==> src/rtl/issue_controller_if.sv <==
// Issue-stage bundle: instruction queue, register file, reservation-station issue and CDB signals.
interface issue_controller_if #(
  parameter int unsigned DATA_W = 16,
  parameter int unsigned TAG_W  = 3
);
  logic              instr_valid;
  logic [2:0]        opcode;
  logic [2:0]        rx;
  logic [2:0]        ry;
  logic [2:0]        rz;
  logic [3:0]        immediate;
  logic              stall;
  logic [2:0]        rf_ra_j;
  logic [2:0]        rf_ra_k;
  logic [DATA_W-1:0] rf_rd_j;
  logic [DATA_W-1:0] rf_rd_k;
  logic              iss_valid;
  logic [TAG_W-1:0]  iss_tag;
  logic [2:0]        iss_op;
  logic [2:0]        iss_dest;
  logic [DATA_W-1:0] iss_vj;
  logic [DATA_W-1:0] iss_vk;
  logic [TAG_W-1:0]  iss_qj;
  logic [TAG_W-1:0]  iss_qk;
  logic [3:0]        iss_imm;
  logic              cdb_valid;
  logic [TAG_W-1:0]  cdb_tag;
  logic [DATA_W-1:0] cdb_data;
  logic              rf_we;
  logic [2:0]        rf_waddr;
  logic [DATA_W-1:0] rf_wdata;

  modport slave (
    input  instr_valid, opcode, rx, ry, rz, immediate, rf_rd_j, rf_rd_k,
           cdb_valid, cdb_tag, cdb_data,
    output stall, rf_ra_j, rf_ra_k, iss_valid, iss_tag, iss_op, iss_dest,
           iss_vj, iss_vk, iss_qj, iss_qk, iss_imm, rf_we, rf_waddr, rf_wdata
  );

  modport master (
    output instr_valid, opcode, rx, ry, rz, immediate, rf_rd_j, rf_rd_k,
           cdb_valid, cdb_tag, cdb_data,
    input  stall, rf_ra_j, rf_ra_k, iss_valid, iss_tag, iss_op, iss_dest,
           iss_vj, iss_vk, iss_qj, iss_qk, iss_imm, rf_we, rf_waddr, rf_wdata
  );
endinterface

==> src/rtl/issue_controller.sv <==
// Tomasulo issue stage: station allocation, register-status renaming and CDB snooping.
// DATA_W/TAG_W must match the widths of the connected issue_controller_if instance.
module issue_controller #(
  parameter int unsigned DATA_W  = 16,
  parameter int unsigned N_ARITH = 3,
  parameter int unsigned N_MEM   = 2,
  parameter int unsigned TAG_W   = 3
) (
  input logic               clock,
  input logic               reset,
  issue_controller_if.slave bus
);
  localparam int unsigned N_ST  = N_ARITH + N_MEM;
  localparam int unsigned N_REG = 8;

  logic [N_ST-1:0]   busy;
  logic [TAG_W-1:0]  qi [N_REG];

  logic              is_legal, is_mem, is_ld, is_sd;
  logic              alloc_found;
  logic [TAG_W-1:0]  alloc_tag;
  logic [2:0]        src_k;
  logic [TAG_W-1:0]  qj_raw, qk_raw;
  logic [DATA_W-1:0] vj_c, vk_c;
  logic [TAG_W-1:0]  qj_c, qk_c;
  logic              cdb_act, accept;

  assign is_legal = ~bus.opcode[2];
  assign is_mem   = bus.opcode[1];
  assign is_ld    = (bus.opcode == 3'b010);
  assign is_sd    = (bus.opcode == 3'b011);
  assign src_k    = is_sd ? bus.rx : bus.rz;
  assign qj_raw   = qi[bus.ry];
  assign qk_raw   = qi[src_k];
  assign cdb_act  = bus.cdb_valid & ~reset & (bus.cdb_tag != '0);

  assign bus.rf_ra_j  = bus.ry;
  assign bus.rf_ra_k  = src_k;
  assign bus.stall    = bus.instr_valid & is_legal & ~alloc_found;
  assign accept       = bus.instr_valid & is_legal & alloc_found;
  assign bus.rf_wdata = bus.cdb_data;

  // Lowest-index free station of the instruction's class, from registered busy bits only.
  always_comb begin
    alloc_found = 1'b0;
    alloc_tag   = '0;
    for (int unsigned i = 0; i < N_ST; i++) begin
      if (!alloc_found && !busy[i] && ((i >= N_ARITH) == is_mem)) begin
        alloc_found = 1'b1;
        alloc_tag   = TAG_W'(i + 1);
      end
    end
  end

  // Operand resolution with same-cycle CDB bypass.
  always_comb begin
    vj_c = '0;
    qj_c = '0;
    if (qj_raw == '0) begin
      vj_c = bus.rf_rd_j;
    end else if (cdb_act && bus.cdb_tag == qj_raw) begin
      vj_c = bus.cdb_data;
    end else begin
      qj_c = qj_raw;
    end

    vk_c = '0;
    qk_c = '0;
    if (!is_ld) begin
      if (qk_raw == '0) begin
        vk_c = bus.rf_rd_k;
      end else if (cdb_act && bus.cdb_tag == qk_raw) begin
        vk_c = bus.cdb_data;
      end else begin
        qk_c = qk_raw;
      end
    end
  end

  // Writeback target: the register whose pending producer is broadcasting.
  always_comb begin
    bus.rf_we    = 1'b0;
    bus.rf_waddr = '0;
    for (int unsigned r = 0; r < N_REG; r++) begin
      if (!bus.rf_we && cdb_act && qi[r] == bus.cdb_tag) begin
        bus.rf_we    = 1'b1;
        bus.rf_waddr = 3'(r);
      end
    end
  end

  always_ff @(posedge clock) begin
    if (reset) begin
      busy          <= '0;
      bus.iss_valid <= 1'b0;
      bus.iss_tag   <= '0;
      bus.iss_op    <= '0;
      bus.iss_dest  <= '0;
      bus.iss_vj    <= '0;
      bus.iss_vk    <= '0;
      bus.iss_qj    <= '0;
      bus.iss_qk    <= '0;
      bus.iss_imm   <= '0;
      for (int unsigned r = 0; r < N_REG; r++) qi[r] <= '0;
    end else begin
      bus.iss_valid <= accept;
      if (accept) begin
        bus.iss_tag  <= alloc_tag;
        bus.iss_op   <= bus.opcode;
        bus.iss_dest <= is_sd ? 3'b000 : bus.rx;
        bus.iss_vj   <= vj_c;
        bus.iss_vk   <= vk_c;
        bus.iss_qj   <= qj_c;
        bus.iss_qk   <= qk_c;
        bus.iss_imm  <= bus.immediate;
      end
      // Free on broadcast first so a new allocation in the same cycle takes precedence.
      for (int unsigned i = 0; i < N_ST; i++) begin
        if (cdb_act && bus.cdb_tag == TAG_W'(i + 1)) busy[i] <= 1'b0;
        if (accept && alloc_tag == TAG_W'(i + 1)) busy[i] <= 1'b1;
      end
      for (int unsigned r = 0; r < N_REG; r++) begin
        if (cdb_act && qi[r] == bus.cdb_tag) qi[r] <= '0;
        if (accept && !is_sd && bus.rx == 3'(r)) qi[r] <= alloc_tag;
      end
    end
  end
endmodule

==> src/flat_wrapper.sv <==
// flat-port wrapper written by rule: the top's interface ports become plain ports
module issue_controller_flat 
#(
  parameter int unsigned DATA_W  = 16,
  parameter int unsigned N_ARITH = 3,
  parameter int unsigned N_MEM   = 2,
  parameter int unsigned TAG_W   = 3
)
  (clock, reset, bus_instr_valid, bus_opcode, bus_rx, bus_ry, bus_rz, bus_immediate, bus_rf_rd_j, bus_rf_rd_k, bus_cdb_valid, bus_cdb_tag, bus_cdb_data, bus_stall, bus_rf_ra_j, bus_rf_ra_k, bus_iss_valid, bus_iss_tag, bus_iss_op, bus_iss_dest, bus_iss_vj, bus_iss_vk, bus_iss_qj, bus_iss_qk, bus_iss_imm, bus_rf_we, bus_rf_waddr, bus_rf_wdata);
  issue_controller_if #(.DATA_W(DATA_W), .TAG_W(TAG_W)) bus_i ();
  input logic clock;
  input logic reset;
  input wire logic [$bits(bus_i.instr_valid)-1:0] bus_instr_valid;
  input wire logic [$bits(bus_i.opcode)-1:0] bus_opcode;
  input wire logic [$bits(bus_i.rx)-1:0] bus_rx;
  input wire logic [$bits(bus_i.ry)-1:0] bus_ry;
  input wire logic [$bits(bus_i.rz)-1:0] bus_rz;
  input wire logic [$bits(bus_i.immediate)-1:0] bus_immediate;
  input wire logic [$bits(bus_i.rf_rd_j)-1:0] bus_rf_rd_j;
  input wire logic [$bits(bus_i.rf_rd_k)-1:0] bus_rf_rd_k;
  input wire logic [$bits(bus_i.cdb_valid)-1:0] bus_cdb_valid;
  input wire logic [$bits(bus_i.cdb_tag)-1:0] bus_cdb_tag;
  input wire logic [$bits(bus_i.cdb_data)-1:0] bus_cdb_data;
  output wire logic [$bits(bus_i.stall)-1:0] bus_stall;
  output wire logic [$bits(bus_i.rf_ra_j)-1:0] bus_rf_ra_j;
  output wire logic [$bits(bus_i.rf_ra_k)-1:0] bus_rf_ra_k;
  output wire logic [$bits(bus_i.iss_valid)-1:0] bus_iss_valid;
  output wire logic [$bits(bus_i.iss_tag)-1:0] bus_iss_tag;
  output wire logic [$bits(bus_i.iss_op)-1:0] bus_iss_op;
  output wire logic [$bits(bus_i.iss_dest)-1:0] bus_iss_dest;
  output wire logic [$bits(bus_i.iss_vj)-1:0] bus_iss_vj;
  output wire logic [$bits(bus_i.iss_vk)-1:0] bus_iss_vk;
  output wire logic [$bits(bus_i.iss_qj)-1:0] bus_iss_qj;
  output wire logic [$bits(bus_i.iss_qk)-1:0] bus_iss_qk;
  output wire logic [$bits(bus_i.iss_imm)-1:0] bus_iss_imm;
  output wire logic [$bits(bus_i.rf_we)-1:0] bus_rf_we;
  output wire logic [$bits(bus_i.rf_waddr)-1:0] bus_rf_waddr;
  output wire logic [$bits(bus_i.rf_wdata)-1:0] bus_rf_wdata;
  assign bus_i.instr_valid = bus_instr_valid;
  assign bus_i.opcode = bus_opcode;
  assign bus_i.rx = bus_rx;
  assign bus_i.ry = bus_ry;
  assign bus_i.rz = bus_rz;
  assign bus_i.immediate = bus_immediate;
  assign bus_i.rf_rd_j = bus_rf_rd_j;
  assign bus_i.rf_rd_k = bus_rf_rd_k;
  assign bus_i.cdb_valid = bus_cdb_valid;
  assign bus_i.cdb_tag = bus_cdb_tag;
  assign bus_i.cdb_data = bus_cdb_data;
  assign bus_stall = bus_i.stall;
  assign bus_rf_ra_j = bus_i.rf_ra_j;
  assign bus_rf_ra_k = bus_i.rf_ra_k;
  assign bus_iss_valid = bus_i.iss_valid;
  assign bus_iss_tag = bus_i.iss_tag;
  assign bus_iss_op = bus_i.iss_op;
  assign bus_iss_dest = bus_i.iss_dest;
  assign bus_iss_vj = bus_i.iss_vj;
  assign bus_iss_vk = bus_i.iss_vk;
  assign bus_iss_qj = bus_i.iss_qj;
  assign bus_iss_qk = bus_i.iss_qk;
  assign bus_iss_imm = bus_i.iss_imm;
  assign bus_rf_we = bus_i.rf_we;
  assign bus_rf_waddr = bus_i.rf_waddr;
  assign bus_rf_wdata = bus_i.rf_wdata;
  issue_controller #(.DATA_W(DATA_W), .N_ARITH(N_ARITH), .N_MEM(N_MEM), .TAG_W(TAG_W)) u_core (.clock(clock), .reset(reset), .bus(bus_i));
endmodule
==> config.mk <==
export PLATFORM = sky130hd
export DESIGN_NAME = issue_controller_flat
export DESIGN_NICKNAME = d
export VERILOG_FILES = /design/src/rtl/issue_controller_if.sv /design/src/rtl/issue_controller.sv /design/src/flat_wrapper.sv
export SDC_FILE = /design/constraint.sdc
export NUM_CORES = 1
export LEC_CHECK = 0
export BUFFER_PORTS_ARGS = -buffer_cell sky130_fd_sc_hd__buf_2
export CAP_MARGIN = 20
export CORE_ASPECT_RATIO = 1.4
export CORE_MARGIN = 2
export CORE_UTILIZATION = 35
export DETAILED_ROUTE_END_ITERATION = 10
export GPL_TIMING_DRIVEN = 0
export HOLD_SLACK_MARGIN = 0.06
export PLACE_DENSITY_LB_ADDON = 0.15
export SLEW_MARGIN = 10
export SYNTH_ARGS = -nofsm -noshare
export SYNTH_HDL_FRONTEND = slang
export SYNTH_SLANG_ARGS = --single-unit
==> constraint.sdc <==
create_clock -name clock -period 3 [get_ports clock]
set_input_delay 0.15 -clock clock [delete_from_list [all_inputs] [get_ports clock]]
set_output_delay 0.15 -clock clock [all_outputs]
set_load 0.01 [all_outputs]
Yosys cells after proc, flatten, opt, wreduce, memory -nomap -nowiden
Memories as Yosys holds them, arrays and structs flattened.
Cells that the tools add are included.
{"block": "op_classes", "addsub": 0, "reduce_logical": 78, "bitwise": 25, "n_mul": 0, "n_eq_ne": 29, "div_mod_pow": 0, "muxes": 112, "magnitude_cmp": 0, "shift": 0}
{"op": "$mux W3", "count": 31}
{"op": "$mux W16", "count": 5}
{"op": "$mux W1", "count": 74}
{"op": "$logic_and A1 B1 Y1", "count": 52}
{"op": "$eq A3 B3 Y1", "count": 10}
{"op": "$eq A3 B2 Y1 const B", "count": 8}
{"op": "$eq A3 B3 Y1 const B", "count": 8}
{"op": "$logic_not A1 Y1", "count": 17}
{"op": "$or A1 B1 Y1", "count": 16}
{"op": "$reduce_bool A2 Y1", "count": 5}
{"op": "$eq A3 B1 Y1 const B", "count": 3}
{"op": "$logic_not A3 Y1", "count": 3}
{"op": "$and A1 B1 Y1", "count": 5}
{"op": "$mux W2", "count": 2}
{"op": "$not A1 Y1", "count": 4}
{"op": "$reduce_bool A3 Y1", "count": 1}
{"block": "word_totals", "mem_bits_ro": 0, "latch_bits": 0, "n_memories": 1, "ramBits": 24, "inputBits": 71, "register_bits": 57, "word_cells": 259}
{"memory": "u_core.qi", "depth": 8, "width": 3, "rd": 10, "rd_clocked_by_memory_dff": 0, "wr": 8, "line": "issue_controller.sv:17", "text": "logic [TAG_W-1:0] qi [N_REG];"}

Logic depth before layout (Yosys ltp)
Gate-level depths: netlist of run 1.
{"block": "logic_depth", "ltp_word": 33, "depth_mapped": 9, "depth_no_buf": 7}

Worst setup path after synthesis of run 1
Ideal clock, no wire load.
{"block": "synth_timing", "path_kind": "input to register", "start": "input port bus_opcode[2]", "end": "register u_core.bus.iss_vk[10] (netlist bit)", "setup_ns": 0.059, "path_buffers": 1, "t_arrival_ns": 2.610, "t_required_ns": 2.941, "cell_stages": 8, "path_slack_ns": 0.330, "path_cell_list": "nand3b_4 > mux2i_4 > mux2_2 > mux4_2 > a211o_1 > a2111oi_4 > buf_6 > a221o_1"}
{"block": "synth_via", "elab_chain_len": 8, "word_cells_on_any_way": 13, "classes_between": "eq/ne: 3; mux: 4; bitwise: 3; reduce/logical: 2; memory: 1"}
{"element": "start, declared", "line": "flat_wrapper.sv:14", "text": "input wire logic [$bits(bus_i.opcode)-1:0] bus_opcode;"}
{"element": "$eq A3 B2 Y1", "line": "issue_controller.sv:31", "text": "assign is_sd = (bus.opcode == 3'b011);"}
{"element": "$mux W3", "line": "issue_controller.sv:32", "text": "assign src_k = is_sd ? bus.rx : bus.rz;"}
{"element": "$mem_v2 Z8 W3"}
{"element": "$eq A3 B3 Y1", "line": "issue_controller.sv:72", "text": "end else if (cdb_act && bus.cdb_tag == qk_raw) begin"}
{"element": "$logic_and A1 B1 Y1", "line": "issue_controller.sv:72"}
{"element": "$mux W16", "line": "issue_controller.sv:72"}
{"element": "$mux W16", "line": "issue_controller.sv:70", "text": "if (qk_raw == '0) begin"}
{"element": "$mux W16", "line": "issue_controller.sv:69", "text": "if (!is_ld) begin"}
{"element": "end signal, assigned", "line": "issue_controller.sv:112", "text": "bus.iss_vk <= vk_c;"}
{"element": "end, declared", "line": "issue_controller_if.sv:37", "text": "iss_vj, iss_vk, iss_qj, iss_qk, iss_imm, rf_we, rf_waddr, rf_wdata"}
Several ways; a longest one is shown, not always the timed one.
A chain may end at the register's enable or synchronous reset.

Worst setup path in the final report of run 1
{"block": "layout_timing", "start": "input port bus_opcode[1]", "end": "register u_core.bus.iss_vk[12] (netlist bit)"}
{"block": "layout_via", "elab_chain_len": 20, "word_cells_on_any_way": 30, "classes_between": "eq/ne: 3; mux: 9; bitwise: 2; reduce/logical: 15; memory: 1"}
{"element": "$not A1 Y1", "line": "issue_controller.sv:48", "text": "if (!alloc_found && !busy[i] && ((i >= N_ARITH) == is_mem)) begin"}
{"element": "$logic_and A1 B1 Y1", "line": "issue_controller.sv:48"}
{"element": "$mux W1", "line": "issue_controller.sv:48"}
{"element": "$logic_not A1 Y1", "line": "issue_controller.sv:48"}
{"element": "$logic_and A1 B1 Y1 (2 in a row)", "line": "issue_controller.sv:48"}
{"element": "$mux W1", "line": "issue_controller.sv:48"}
{"element": "$logic_not A1 Y1", "line": "issue_controller.sv:48"}
{"element": "$logic_and A1 B1 Y1 (2 in a row)", "line": "issue_controller.sv:48"}
{"element": "$mux W1", "line": "issue_controller.sv:48"}
{"element": "$logic_not A1 Y1", "line": "issue_controller.sv:48"}
{"element": "$logic_and A1 B1 Y1 (2 in a row)", "line": "issue_controller.sv:48"}
{"element": "$mux W1", "line": "issue_controller.sv:48"}
{"element": "$logic_not A1 Y1", "line": "issue_controller.sv:48"}
{"element": "$logic_and A1 B1 Y1 (2 in a row)", "line": "issue_controller.sv:48"}
{"element": "$mux W1", "line": "issue_controller.sv:48"}
{"element": "$and A1 B1 Y1", "line": "issue_controller.sv:40", "text": "assign accept = bus.instr_valid & is_legal & alloc_found;"}
Several ways; a longest one is shown, not always the timed one.

==> out/metrics.yaml, run 1 <==
yosysSeqAreaShare: 0.429
floorplan.io_pins: 150
cts-buffers-inserted: 9
cts_buffer_depth: 2
worst-path-buf-inv: 2
ys_types: 44
grtUsageTotal: 0.210
clock-skew-final_ns: 0.00823
initial_core_util: 0.356
floorplan.core_area_um2: 12200
synth-edff-count: 24
worst-path-max-fanout: 10
post_route_cell_area_um2: 5840
slew_headroom: 0.314
num_antenna_cells: 0
finalCoreUtilization: 0.479
critPathRequiredTime_ns: 3.29
drc_errors: 0
area_growth_pct: 34.6
via_per_inst: 5.31
criticalPathCategory: "primary input to flop"
worstHoldPathType: "primary input to flop"
leakagePower_nw: 2.69
preCtsSetupSlack_ns: -0.510
grt_pass1_wl_um: 21700
layoutNonFillerInstCount: 791
placement.io_buffers: 146
grt_setup_unrepaired: "no"
clkLatencyLatePin_ns: 0.35
path_cells: "buf_2 -> nand3b_4 -> mux2i_4 -> mux2_2 -> mux4_2 -> a211o_1 -> a2111oi_4 -> buf_6 -> a221o_1"
first_global_vias: 4233
post_drt_wl_per_cell_um: 18.0
max_stage_delay_ns: 0.58
die-width_um: 98.1
ir_drop_mv: 0.273
synth.ff_latch_count: 81
power.share.switching: 0.266
commonest_non_fill_non_tap_cell_in_the_layout: "sky130_fd_sc_hd__buf_2"
detailroute.via_count: 4197
net-switching-power_uw: 766
globalRoute.totalOverflow: 0
place_congestion: 0.930
place.detailed.instances: 751
cp-end-kind: "flop"
synth_cells: 454
syn_area_per_cell_um2: 9.56
rows: 48
hold_ws_ns: 0.0701
slew_viol_final: 0
floorplan.die_area_um2: 13300
postSynth.asyncResetShare: 0
sequentialPowerShare: 0.420
synth_area_um2: 4340
report.final.setup_viol: 0
hpwlAfterDp_um: 11000
ys.flop_type: "sky130_fd_sc_hd__dfxtp_1"
synth_nets: 525
outcome: "completed"
intPower_mw: 2.12
num-nets-final: 707
fmax_mhz: 349
layout-drive-gt1-share: 0.320
final.min_clock_period_ns: 2.87
final_critical_path_setup_slack_ns: 0.131
htree_num_levels: 3
grt_start_max_net_pins: 15
combinationalPowerShare: 0.174
cts.sink_count: 81
path_clk_slew_ns: 0.06
final_min_period_over_clock_period: 0.956
root_buffer: "sky130_fd_sc_hd__clkbuf_16"
drt_first_pass_iters: 4
layout.cells.most_common_list: "sky130_fd_sc_hd__buf_2, sky130_fd_sc_hd__nor2_1, sky130_fd_sc_hd__dfxtp_1"
setup-tns-final_ns: 0
chipHeight_um: 136
start_kind: "primary input"
powerDensity_nw_per_um2: 493
cts_tree: "done"
total_power_mw: 2.88
critical_path.top_delay_family: "multiplexers"
cpMaxStageDelayCell: "sky130_fd_sc_hd__a2111oi_4"
fill_cells: 1196
drt_wl_total_um: 14200
critPathArrivalTime_ns: 3.16
antenna_found_initial: 0
drv.max_cap_violation_count: 0
power.clock.fraction: 0.406
timing_hold_violations_final: 0
drt.antenna.violating_nets: 0
dpl-instance-area_um2: 5260
tightestPinTransition_ns: 1.02
yosysWarnings: 0
first_iter_violations: 188
## cell usage after synthesis (3+ instances only)
library cell               count  share of area
sky130_fd_sc_hd__nor2_1       62          0.054
sky130_fd_sc_hd__dfxtp_1      57           0.26
sky130_fd_sc_hd__nand2_1      35          0.030
sky130_fd_sc_hd__clkbuf_1     25          0.022
sky130_fd_sc_hd__edfxtp_1     24           0.17
sky130_fd_sc_hd__xor2_1       24          0.048
sky130_fd_sc_hd__a21oi_1      22          0.025
sky130_fd_sc_hd__and3_1       21          0.030
sky130_fd_sc_hd__buf_4        19          0.033
sky130_fd_sc_hd__mux2i_1      18          0.042
sky130_fd_sc_hd__o21ai_0      18          0.021
sky130_fd_sc_hd__a221o_1      16          0.037
sky130_fd_sc_hd__a221oi_1     16          0.032
sky130_fd_sc_hd__nor3_1       11          0.013
sky130_fd_sc_hd__inv_1        10         0.0086
sky130_fd_sc_hd__mux4_2       10          0.052
sky130_fd_sc_hd__nand3_1       9          0.010
sky130_fd_sc_hd__nor4_1        7          0.010
sky130_fd_sc_hd__xnor2_1       5          0.010
sky130_fd_sc_hd__mux2_2        4          0.010
sky130_fd_sc_hd__nand2b_1      4         0.0058
sky130_fd_sc_hd__o31ai_1       4         0.0069
sky130_fd_sc_hd__a211o_1       3         0.0061
sky130_fd_sc_hd__buf_1         3         0.0026
sky130_fd_sc_hd__nand4_1       3         0.0043
sky130_fd_sc_hd__nor2b_1       3         0.0043
## worst paths after layout
path                                              end  cells after the start             startpoint  slack (ns)
worst max-delay path            u_core.bus.iss_vk[12]                      9          bus_opcode[1]        0.13
worst min-delay path             u_core.bus.iss_vj[7]                      3         bus_rf_rd_j[7]        0.07
worst max register to register  u_core.bus.iss_vk[12]                      7         u_core.busy[0]        0.19
worst min register to register  u_core.bus.iss_tag[2]                      2  u_core.bus.iss_tag[2]        0.45
## registers in the layout, indices dropped and copies added (netlist names)
register / flops
u_core.bus.iss_tag: 3
u_core.bus.iss_qj: 3
u_core.bus.iss_vj: 16
u_core.bus.iss_vk: 16
u_core.qi: 24
u_core.bus.iss_imm: 4
u_core.bus.iss_qk: 3
u_core.bus.iss_op: 3
u_core.bus.iss_valid: 1
u_core.busy: 5
u_core.bus.iss_dest: 3
## power groups by stage
stage	clock [mW]	sequential, mW	combinational (mW)
2_1_floorplan	0	1.24	0.272
3_3_place_gp	0	1.23	0.467
3_5_place_dp	0	1.23	0.472
4_1_cts	1.19	1.21	0.500
5_1_grt	1.24	1.21	0.545
6_report	1.17	1.21	0.501
## worst register-to-register path, delay by kind of cell, from the launching register on
| family | cells | cell delay [ns] |
|---|---|---|
| compound gates | 3 | 0.78 |
| buf+inv | 1 | 0.50 |
| flops | 1 | 0.41 |
| simple gates | 3 | 1.05 |
## cells by family after synthesis
logic type,after synthesis,synth area share
compound gates,89,0.152
flops,81,0.429
simple gates,163,0.180
mux,33,0.109
xor+xnor,29,0.0585
buf+inv,59,0.0718
## cell type report
cell class / count / area [µm²] / share of cell area
Clock buffer: 11 / 264 / 0.0452
Clock inverter: 5 / 61.3 / 0.0105
Sequential cell: 81 / 1860 / 0.319
Timing Repair Buffer: 171 / 973 / 0.167
Multi-Input combinational cell: 314 / 2180 / 0.374
Tap cell: 150 / 188 / 0.0321
Inverter: 10 / 37.5 / 0.00642
Buffer: 49 / 274 / 0.0469
## routing by layer
layer  track usage  wire, µm  vias up
li1              -         -     2010
met1         0.230      5450     1996
met2         0.388      7510      162
met3        0.0449       813       29
met4        0.0949       437        0
met5             0         0        -
## timing repair
| action | in CTS | in global routing |
|---|---|---|
| setup buffers | 0 | 1 |
| cloned | 0 | 0 |
| gates resized for setup | 2 | 1 |
| endpoints found under the hold margin | 20 | 1 |
| pin swaps | 1 | 2 |
| hold buffers | 22 | 1 |
| setup endpoints to repair | 20 | 20 |
(Power assumes the default switching activity.)
==> run 2: changes to the inputs <==
--- a/config.mk
+++ b/config.mk
@@ -5,7 +5,7 @@
 export SDC_FILE = /design/constraint.sdc
 export NUM_CORES = 1
 export LEC_CHECK = 0
-export BUFFER_PORTS_ARGS = -buffer_cell sky130_fd_sc_hd__buf_2
+export BUFFER_PORTS_ARGS = -buffer_cell sky130_fd_sc_hd__buf_4
 export CAP_MARGIN = 20
 export CORE_ASPECT_RATIO = 1.4
 export CORE_MARGIN = 2
@@ -13,7 +13,6 @@
 export DETAILED_ROUTE_END_ITERATION = 10
 export GPL_TIMING_DRIVEN = 0
 export HOLD_SLACK_MARGIN = 0.06
-export PLACE_DENSITY_LB_ADDON = 0.15
 export SLEW_MARGIN = 10
 export SYNTH_ARGS = -nofsm -noshare
 export SYNTH_HDL_FRONTEND = slang
==> run 2 against run 1 <==
Effect of this change:
- die area unchanged
- non-clock buffer count increased by 9
- critical path type unchanged
- hold slack got worse by 0.0034 ns
- critical path depth unchanged
==> out/metrics.yaml, run 2 (synthesized netlist as in run 1, its figures left out) <==
path_cells: "buf_4 -> nand3b_4 -> mux2i_4 -> mux2_2 -> mux4_2 -> a211o_1 -> a2111oi_4 -> buf_4 -> a221o_1"
floorplan.io_pins: 150  # unchanged
layout.cells.most_common_list: "sky130_fd_sc_hd__buf_4, sky130_fd_sc_hd__nor2_1, sky130_fd_sc_hd__dfxtp_1"
sequentialPowerShare: 0.428  # +0.008
rrSetupSlack_ns: 0.27  # +0.08 ns
cp-end-kind: "flop"
slew_headroom: 0.139  # -0.174
htree_num_levels: 3  # unchanged
critPathRequiredTime_ns: 3.28  # about the same
drt_wl_total_um: 14600  # +3.0%
worstHoldStart: "bus_immediate[3]"
slew_viol_final: 0  # unchanged
first_iter_violations: 199  # +5.9%
globalRoute.totalOverflow: 0  # unchanged
path_clk_slew_ns: 0.05  # about the same
drt_first_pass_iters: 5  # +1
floorplan.die_area_um2: 13300  # unchanged
reg.largest.list: "u_core.qi: 24 flops, u_core.bus.iss_vj: 16 flops, u_core.bus.iss_vk: 16 flops"
drv.max_cap_violation_count: 0  # unchanged
fmax_mhz: 356  # +2.1%
ir_drop_mv: 0.315  # +15%
grtUsageTotal: 0.220  # +0.00975
powerDensity_nw_per_um2: 453  # -8.1%
outcome: "completed"
hold_path_depth: 3  # unchanged
largest_register_ff_count: 24  # unchanged
max_stage_delay_ns: 0.53  # -0.05 ns
finalCoreUtilization: 0.513  # +0.0338
cts_buffer_depth: 2  # unchanged
worst-path-max-fanout: 8  # -2
clock-skew-final_ns: 0.00669  # -0.00154 ns
via_per_inst: 5.38  # +1.4%
post_route_cell_area_um2: 6260  # +7.0%
place_congestion: 0.921  # -1.0%
worstReg2RegStart: "u_core.busy[3]"
cts.sink_count: 81  # unchanged
largest-register: "u_core.qi"
critical_path.reg2reg.endpoint: "u_core.bus.iss_vk[7]"
combinationalPowerShare: 0.200  # +0.026
first_global_vias: 4465  # +5.5%
placement.io_buffers: 146  # unchanged
cpMaxStageDelayCell: "sky130_fd_sc_hd__mux4_2"
detailroute.via_count: 4305  # +2.6%
timing_hold_violations_final: 0  # unchanged
area_growth_pct: 44.1
start_kind: "primary input"
cts_tree: "done"
final_min_period_over_clock_period: 0.937  # -0.0198
criticalPathCategory: "primary input to flop"
rows: 48  # unchanged
floorplan.core_area_um2: 12200  # unchanged
min_delay_worst_endpoint: "u_core.bus.iss_imm[3]"
post_drt_wl_per_cell_um: 18.3  # +1.8%
drc_errors: 0  # unchanged
intPower_mw: 2.09  # -1.1%
clkLatencyLatePin_ns: 0.34  # about the same
dpl-instance-area_um2: 5630  # +6.9%
chipHeight_um: 136  # unchanged
hpwlAfterDp_um: 11300  # +2.5%
net-switching-power_uw: 741  # -3.2%
power.share.switching: 0.262  # -0.00430
num-nets-final: 716  # +1.3%
die-width_um: 98.1  # unchanged
worstHoldPathType: "primary input to flop"
worst-path-buf-inv: 2  # unchanged
critPathArrivalTime_ns: 3.09  # -0.07 ns
num_antenna_cells: 0  # unchanged
critical_path.top_delay_family: "multiplexers"
drt.antenna.violating_nets: 0  # unchanged
tightestPinTransition_ns: 1.28  # +0.259 ns
commonest_non_fill_non_tap_cell_in_the_layout: "sky130_fd_sc_hd__buf_4"
report.final.setup_viol: 0  # unchanged
initial_core_util: 0.356  # unchanged
root_buffer: "sky130_fd_sc_hd__clkbuf_16"
leakagePower_nw: 2.79  # +3.6%
grt_start_max_net_pins: 13  # -2
final.min_clock_period_ns: 2.81  # -0.0594 ns
grt_setup_unrepaired: "no"
grt_pass1_wl_um: 23000  # +5.8%
reg2regPathDepth: 7  # unchanged
antenna_found_initial: 0  # unchanged
layout-drive-gt1-share: 0.312  # -0.00751
power.clock.fraction: 0.372  # -0.034
most_numerous_cell_on_the_critical_path: "sky130_fd_sc_hd__buf_4"
cts-buffers-inserted: 9  # unchanged
-- run 2: power groups by stage --
stage               Clock [mW]  Sequential (mW)  Combinational (mW)
floorplan                    0             1.24               0.272
global placement             0             1.23               0.517
detailed placement           0             1.23               0.528
CTS                       1.07             1.21               0.566
global route              1.11             1.22               0.615
finish                    1.05             1.21               0.566
-- run 2: final cells by class --
cell class | instances | area [µm²]
fill | 1162 | 5940
multi-input combinational | 314 | 2190
sequential | 81 | 1860
timing repair buffer | 180 | 1420
buffer | 49 | 274
clock buffer | 12 | 236
tap | 150 | 188
clock inverter | 4 | 43.8
inverter | 10 | 37.5
-- run 2: worst register-to-register path: cells and delay by family, from the launching register on --
family	cells	cell delay (ns)
AND/OR/NAND/NOR	2	0.72
buffers and inverters	1	0.45
flip-flops	1	0.34
AO/OA/AOI/OAI	4	1.15
-- run 2: how the worst max path moves through the flow --
stage | startpoint | endpoint | slack [ns] | cells past startpoint
2_1_floorplan | bus_opcode[2] | u_core.bus.iss_vk[10] | 0.33 | 8
3_3_place_gp | u_core.busy[2] | u_core.bus.iss_vk[7] | -0.52 | 8
3_5_place_dp | bus_opcode[1] | u_core.bus.iss_vk[6] | -0.53 | 7
4_1_cts | bus_opcode[2] | u_core.bus.iss_vk[7] | 0.11 | 10
5_1_grt | bus_cdb_tag[1] | bus_rf_waddr[0] | 0.05 | 8
6_report | bus_opcode[2] | u_core.bus.iss_vk[0] | 0.19 | 9
-- run 2: stage by stage --
stage	worst slack [ns]	cells	setup TNS [ns]	hold slack, ns	power [mW]
2_1_floorplan	0.330	454	0	0.286	1.51
3_3_place_gp	-0.515	750	-8.50	0.373	1.75
3_5_place_dp	-0.533	751	-10.42	0.379	1.76
4_1_cts	0.112	798	0	0.0621	2.85
5_1_grt	0.0463	800	0	0.0625	2.94
6_report	0.190	800	0	0.0667	2.83
-- run 2: routing by layer --
metal	global-route usage	wire length, µm	vias up
met1	0.235	5410	2069
met2	0.403	7760	166
met5	0	0	-
li1	-	-	2027
met4	0.117	597	0
met3	0.0480	865	43
-- run 2: what timing repair did --
| action | in CTS | in global routing |
|---|---|---|
| setup endpoints to repair | 20 | 9 |
| hold endpoints to repair | 17 | 0 |
| gates resized for setup | 3 | 1 |
| pin swaps | 1 | 1 |
| hold buffers | 30 | 0 |
| buffers inserted | 1 | 2 |
